**config.mk**
```make
export PLATFORM = sky130hd
export DESIGN_NAME = approx_addsub_pipe_flat
export DESIGN_NICKNAME = d
export VERILOG_FILES = /design/src/rtl/approx_addsub_pipe_if.sv /design/src/rtl/approx_addsub_pipe.sv /design/src/flat_wrapper.sv
export SDC_FILE = /design/constraint.sdc
export NUM_CORES = 1
export LEC_CHECK = 0
export BUFFER_PORTS_ARGS = -buffer_cell sky130_fd_sc_hd__buf_2
export CAP_MARGIN = 30
export CORE_ASPECT_RATIO = 1.75
export CORE_MARGIN = 1
export CORE_UTILIZATION = 59
export DETAILED_ROUTE_END_ITERATION = 12
export HOLD_SLACK_MARGIN = 0.02
export PLACE_DENSITY = 0.8
export RECOVER_POWER = 50
export SYNTH_ARGS = -nofsm -noshare
export SYNTH_HDL_FRONTEND = slang
export SYNTH_SLANG_ARGS = --single-unit
```
**constraint.sdc**
```tcl
create_clock -name clk -period 5.3 [get_ports clk]
set_input_delay 0.53 -clock clk [delete_from_list [all_inputs] [get_ports clk]]
set_output_delay 0.53 -clock clk [all_outputs]
set_load 0.005 [all_outputs]
```
**src/rtl/approx_addsub_pipe_if.sv**
```systemverilog
// Stream interface for the approximate adder/subtractor: operand beat
// with per-beat configuration on the input side, result on the output side.
interface approx_addsub_pipe_if #(
  parameter int W       = 16,
  parameter int LPL_MAX = 8
);
  localparam int LW = $clog2(LPL_MAX + 1);

  logic          in_valid;
  logic          in_ready;
  logic          add_sub;
  logic [W-1:0]  in1;
  logic [W-1:0]  in2;
  logic [LW-1:0] cfg_lpl;
  logic          cfg_exact;
  logic          out_valid;
  logic          out_ready;
  logic [W:0]    res;

  modport master (
    output in_valid, add_sub, in1, in2, cfg_lpl, cfg_exact, out_ready,
    input  in_ready, out_valid, res
  );

  modport slave (
    input  in_valid, add_sub, in1, in2, cfg_lpl, cfg_exact, out_ready,
    output in_ready, out_valid, res
  );
endinterface

```
**src/rtl/approx_addsub_pipe.sv**
```systemverilog
// Two-stage pipelined Lower-part-OR approximate adder/subtractor with a
// runtime-selectable lower-part length, exact bypass and an error monitor
// counting delivered results and results that differ from the exact sum.
// The bus interface must be instantiated with the same W and LPL_MAX.
module approx_addsub_pipe #(
  parameter int W       = 16,
  parameter int LPL_MAX = 8,
  parameter int CW      = 16
) (
  input  logic                 clk,
  input  logic                 rst_n,
  approx_addsub_pipe_if.slave  bus,
  input  logic                 cnt_clr,
  output logic [CW-1:0]        op_cnt,
  output logic [CW-1:0]        err_cnt
);
  localparam int LW = $clog2(LPL_MAX + 1);
  localparam logic [LW-1:0] LMAX = LW'(LPL_MAX);
  localparam logic [CW-1:0] CMAX = {CW{1'b1}};

  logic          v1, v2;
  logic          adv1, adv2;
  logic [W-1:0]  a1, b1, lo1;
  logic [LW-1:0] l1;
  logic          c1;
  logic [W:0]    res2, exact2;

  logic [W-1:0]  b_in, lo_mask, lo_in;
  logic [LW-1:0] l_in;
  logic          c_in;
  logic [W:0]    hi_sum, exact_sum, res_next;
  logic          deliver;

  assign adv2          = !v2 || bus.out_ready;
  assign adv1          = !v1 || adv2;
  assign bus.in_ready  = adv1;
  assign bus.out_valid = v2;
  assign bus.res       = res2;
  assign deliver       = v2 && bus.out_ready;

  // Form operands, clamp the lower-part length and build the OR'd lower part and its carry.
  always_comb begin
    b_in = bus.add_sub ? (~bus.in2 + W'(1)) : bus.in2;
    if (bus.cfg_exact) begin
      l_in = '0;
    end else if (bus.cfg_lpl > LMAX) begin
      l_in = LMAX;
    end else begin
      l_in = bus.cfg_lpl;
    end
    lo_mask = ~({W{1'b1}} << l_in);
    lo_in   = (bus.in1 | b_in) & lo_mask;
    // mask ^ (mask >> 1) isolates bit L-1, and is zero when L is zero
    c_in    = |(bus.in1 & b_in & (lo_mask ^ (lo_mask >> 1)));
  end

  // Stage 1 register: captures an accepted beat, or a bubble, whenever it may advance.
  always_ff @(posedge clk or negedge rst_n) begin
    if (!rst_n) begin
      v1  <= 1'b0;
      a1  <= '0;
      b1  <= '0;
      l1  <= '0;
      lo1 <= '0;
      c1  <= 1'b0;
    end else if (adv1) begin
      v1 <= bus.in_valid;
      if (bus.in_valid) begin
        a1  <= bus.in1;
        b1  <= b_in;
        l1  <= l_in;
        lo1 <= lo_in;
        c1  <= c_in;
      end
    end
  end

  // Upper-part sum with the injected carry, merged with the lower OR part; L=0 degenerates to the exact sum.
  always_comb begin
    exact_sum = {1'b0, a1} + {1'b0, b1};
    hi_sum    = ({1'b0, a1} >> l1) + ({1'b0, b1} >> l1) + (W+1)'(c1);
    res_next  = (hi_sum << l1) | {1'b0, lo1};
  end

  // Stage 2 register: holds the result stable while downstream stalls.
  always_ff @(posedge clk or negedge rst_n) begin
    if (!rst_n) begin
      v2     <= 1'b0;
      res2   <= '0;
      exact2 <= '0;
    end else if (adv2) begin
      v2 <= v1;
      if (v1) begin
        res2   <= res_next;
        exact2 <= exact_sum;
      end
    end
  end

  // Saturating delivery and error counters; clear wins over a same-cycle delivery.
  always_ff @(posedge clk or negedge rst_n) begin
    if (!rst_n) begin
      op_cnt  <= '0;
      err_cnt <= '0;
    end else if (cnt_clr) begin
      op_cnt  <= '0;
      err_cnt <= '0;
    end else if (deliver) begin
      if (op_cnt != CMAX) begin
        op_cnt <= op_cnt + CW'(1);
      end
      if ((res2 != exact2) && (err_cnt != CMAX)) begin
        err_cnt <= err_cnt + CW'(1);
      end
    end
  end
endmodule

```
**src/flat_wrapper.sv**
```systemverilog
// flat-port wrapper written by rule: the top's interface ports become plain ports
module approx_addsub_pipe_flat 
#(
  parameter int W       = 16,
  parameter int LPL_MAX = 8,
  parameter int CW      = 16
)
  (clk, rst_n, cnt_clr, op_cnt, err_cnt, bus_in_valid, bus_add_sub, bus_in1, bus_in2, bus_cfg_lpl, bus_cfg_exact, bus_out_ready, bus_in_ready, bus_out_valid, bus_res);
  approx_addsub_pipe_if #(.W(W), .LPL_MAX(LPL_MAX)) bus_i ();
  input  logic clk;
  input  logic rst_n;
  input  logic cnt_clr;
  output logic [CW-1:0] op_cnt;
  output logic [CW-1:0] err_cnt;
  input wire logic [$bits(bus_i.in_valid)-1:0] bus_in_valid;
  input wire logic [$bits(bus_i.add_sub)-1:0] bus_add_sub;
  input wire logic [$bits(bus_i.in1)-1:0] bus_in1;
  input wire logic [$bits(bus_i.in2)-1:0] bus_in2;
  input wire logic [$bits(bus_i.cfg_lpl)-1:0] bus_cfg_lpl;
  input wire logic [$bits(bus_i.cfg_exact)-1:0] bus_cfg_exact;
  input wire logic [$bits(bus_i.out_ready)-1:0] bus_out_ready;
  output wire logic [$bits(bus_i.in_ready)-1:0] bus_in_ready;
  output wire logic [$bits(bus_i.out_valid)-1:0] bus_out_valid;
  output wire logic [$bits(bus_i.res)-1:0] bus_res;
  assign bus_i.in_valid = bus_in_valid;
  assign bus_i.add_sub = bus_add_sub;
  assign bus_i.in1 = bus_in1;
  assign bus_i.in2 = bus_in2;
  assign bus_i.cfg_lpl = bus_cfg_lpl;
  assign bus_i.cfg_exact = bus_cfg_exact;
  assign bus_i.out_ready = bus_out_ready;
  assign bus_in_ready = bus_i.in_ready;
  assign bus_out_valid = bus_i.out_valid;
  assign bus_res = bus_i.res;
  approx_addsub_pipe #(.W(W), .LPL_MAX(LPL_MAX), .CW(CW)) u_core (.clk(clk), .rst_n(rst_n), .bus(bus_i), .cnt_clr(cnt_clr), .op_cnt(op_cnt), .err_cnt(err_cnt));
endmodule
```
==> metrics.md <==
| Metric | Value |
|---|---|
| Worst setup SP type | `register` |
| Initial drt markers | `between 500 and 600` |
| Fmax | `between 200 and 250 MHz` |
| Mapped Avg Cell Area | `~8.6 um2` |
| Final Hold Fails | `0` |
| Yosys warns | `0` |
| Most common cell after layout, fill and taps aside | `nand2_1` |
| Cells along the critical path | `buf_4, mux2i_2, nand2_1, o31a_1, nand2_1, o21ai_0, nand2_1, o21a_1, inv_1, ha_1, a211oi_1, nor2_2, o21ai_0, a21oi_1, xnor2_1, mux4_2, a2111oi_0, o21ai_0` |
| Post-synth top area cell | `dfrtp_1` |
| Slew Limit Fails | `76` |
| Initial antenna violation count | `1` |
| Num Clock Sinks | `120` |
| IO Pins | `94` |
| Crit-path max FO | `16` |
| Largest stage delay on the critical path | `0.59 ns` |
| Setup repair bufs after CTS | `0` |
| Setup slack after layout | `0.401 ns` |
| CP arrival | `~5.2 ns` |
| Final core occ | `0.682` |
| Clock power frac | `0.262` |
| Clock skew | `0.0128 ns` |
| HP Class | `primary input to register` |
| Register bit total from synthesis | `120` |
| Die height | `165 um` |
| Area Overhead vs Synth | `13.0%` |
| Critical path class | `register to register` |
| Layout cell share with drive strength beyond 1 | `0.141` |
| H-tree depth | `4` |
| Yosys top cell area share | `0.334` |
| Clock buffer count from CTS | `17` |
| Clock insertion delay at the later pin of the skew report | `roughly 0.42 ns` |
| Slew HR | `-1.62` |
| Die X | `95.4 um` |
| Yosys cell types | `71` |
| Minimum clock period | `around 5 ns` |
| Total of max-cap violations | `1` |
| Crit path buf inv count | `2` |
| Comb pwr share | `0.464` |
| Pre-CTS setup slack | `0.593 ns` |
| GPL Wtd Cong | `around 1.1` |
| Remaining global-route overflow | `0` |
| Starting density of the core | `0.604` |
| Sequential fraction of the synthesis area | `0.334` |
| First-pass GRT wire length | `42300 um` |
| Total design power | `~4.8 mW` |
| RSZ-0062 raised after global routing | `no` |
| Total track usage | `0.362` |
| Largest cells by area after synthesis | `dfrtp_1 33%, nand2_1 5.4%, o21ai_0 4.8%` |
| Setup TNS Final | `0 ns` |
| # rows | `59` |
| Crit-path slowest cell | `dfrtp_2` |
| Fin nets | `1197` |
| Core Area | `14900 um2` |
| Post-route ant nets | `0` |
| Commonest cells after routing, fill and taps aside | `128 x nand2_1, 119 x dfrtp_1, 93 x nor2_1` |
| P_int | `~2.8 mW` |
| Post-Syn Area | `about 9000 um2` |
| Port buffer count | `93` |
| NetSw | `2.02 mW` |
| Die area | `15800 um2` |
| Post-synth EDFFs | `0` |
| Sequential Power Share | `0.274` |
| Period utilisation layout | `0.924` |
| Status | `finished, violations left` |
| Largest net degree at the start of global routing | `76` |
| Cell family contributing the most delay on the critical path | `compound AO/OA/AOI/OAI gates` |
| Via count | `8566` |
| Hold Buf Count CTS | `0` |
| Worst-Margin Slew | `around 3.9 ns` |
| Share of flip-flops with an asynchronous set or reset | `1.00` |
| Failing checks | `capacitance limit, slew limit` |
| Vias in the first global route | `about 8200` |
| CTS Buffer Depth | `2` |
| CTS root buf | `clkbuf_16` |
| IR drop worst, VDD | `about 0.00021 V` |
| Post-Route WL | `between 20000 and 30000 um` |
| Syn_nets | `1128` |
| Crit path required time | `~5.6 ns` |
| Power Dens Cells | `around 480 nW/um2` |
| Pre-antenna DRT Iters | `5` |
| Leakage | `4.38 nW` |
| Routed length per instance | `roughly 21 um` |
| Via density | `around 6.5` |
| Clk pin slew, worst setup/hold paths | `around 0.07 ns` |
| Main synth FF type | `dfrtp_1` |
| Setup violators final | `0` |
| Sw Share | `0.416` |
| Remaining DRCs | `0` |
| CTS tree | `yes` |
| CP Capture Type | `register` |
| Mapped Cells | `1048` |
| DP Wirelength | `20500 um` |
==> synth_stat cells, types with 3 or more instances <==
| cell | n |
|---|---|
| or2_2 | 4 |
| fa_1 | 3 |
| o22ai_1 | 8 |
| nand4_1 | 16 |
| o211ai_1 | 6 |
| o32ai_1 | 5 |
| a2111oi_0 | 5 |
| clkbuf_1 | 41 |
| nor2_1 | 93 |
| o31ai_1 | 12 |
| o2111ai_1 | 3 |
| nand3_1 | 18 |
| mux2_2 | 27 |
| buf_1 | 14 |
| mux4_2 | 13 |
| nand2b_1 | 8 |
| o41ai_1 | 4 |
| nor2b_1 | 12 |
| o21ai_0 | 87 |
| dfrtp_1 | 120 |
| nor3_1 | 27 |
| and2_1 | 19 |
| or4_1 | 4 |
| mux2i_1 | 34 |
| nand2_1 | 129 |
| a21o_1 | 9 |
| a211o_1 | 4 |
| a2111o_1 | 3 |
| ha_1 | 34 |
| a21oi_1 | 54 |
| o21a_1 | 10 |
| nor4_1 | 3 |
| xor2_1 | 34 |
| inv_1 | 35 |
| a31oi_1 | 12 |
| buf_4 | 3 |
| xnor2_1 | 45 |
| and3_1 | 12 |
| a211oi_1 | 21 |
| o31a_1 | 7 |
| or3_1 | 12 |
==> power groups by stage <==
stage | registers [mW] | logic, mW | clock network (mW)
floorplan | 1.25 | 1.60 | 0
global placement | 1.33 | 2.16 | 0
detailed placement | 1.33 | 2.19 | 0
CTS | 1.32 | 2.22 | 1.27
global route | 1.34 | 2.44 | 1.31
finish | 1.33 | 2.25 | 1.27
==> sequential cells by signal, indices dropped and copies added, names as in the netlist <==
register / cells
u_core.lo1: 15
u_core.bus.out_valid: 1
u_core.op_cnt: 16
u_core.v1: 1
u_core.err_cnt: 16
u_core.a1: 16
u_core.b1: 16
u_core.exact2: 17
u_core.c1: 1
u_core.l1: 4
u_core.bus.res: 17
==> cell families after synthesis <==
group | Yosys count | share of synthesized area
and+or+nand+nor | 370 | 0.192
xor gates and xnor gates | 79 | 0.0769
buffers and inverters | 95 | 0.0411
DFF | 120 | 0.334
adders and majority gates | 37 | 0.0539
muxes | 74 | 0.104
AOI/OAI and AO/OA | 273 | 0.198
==> timing repair <==
action	CTS	global route
setup endpoints to repair	0	1
resized for setup	0	1
endpoints found under the hold margin	0	0
==> worst paths after layout <==
kind                                     start  cells after the start                 end  slack, ns
worst max-delay path              u_core.l1[0]                     18  u_core.bus.res[10]       0.40
worst min-delay path               bus_in1[13]                      2       u_core.a1[13]       0.33
worst max register to register    u_core.l1[0]                     18  u_core.bus.res[10]       0.40
worst min register to register  u_core.lo1[14]                      1      u_core.lo1[14]       0.50
max in group asynchronous                rst_n                      2  u_core.err_cnt[11]       1.16
min in group asynchronous                rst_n                      1    u_core.op_cnt[0]       1.47
==> layout make-up <==
cell class                      instances  area, um2
Sequential cell                       120       3000
Tap cell                              183        229
Fill cell                            1242       4740
Inverter                               35        131
Multi-Input combinational cell        833       5640
Clock buffer                           20        447
Clock inverter                         12        189
Timing Repair Buffer                  110        538
Antenna cell                            1       2.50
==> metal layers <==
metal	track usage	part of all wire	vias up
met5	0	0	-
met4	0.312	0.093	0
met3	0.0572	0.060	145
met2	0.633	0.51	391
met1	0.363	0.34	4111
li1	-	-	3919
==> metrics by stage <==
stage	hold slack [ns]	std cells	cell area, um2
4_1_cts	0.278	1313	10200
5_1_grt	0.337	1313	10200
3_3_place_gp	0.469	1281	9590
2_1_floorplan	0.234	1048	9000
3_5_place_dp	0.472	1281	9590
6_report	0.331	1314	10200
Note: power is estimated with default switching activity, not from simulation.
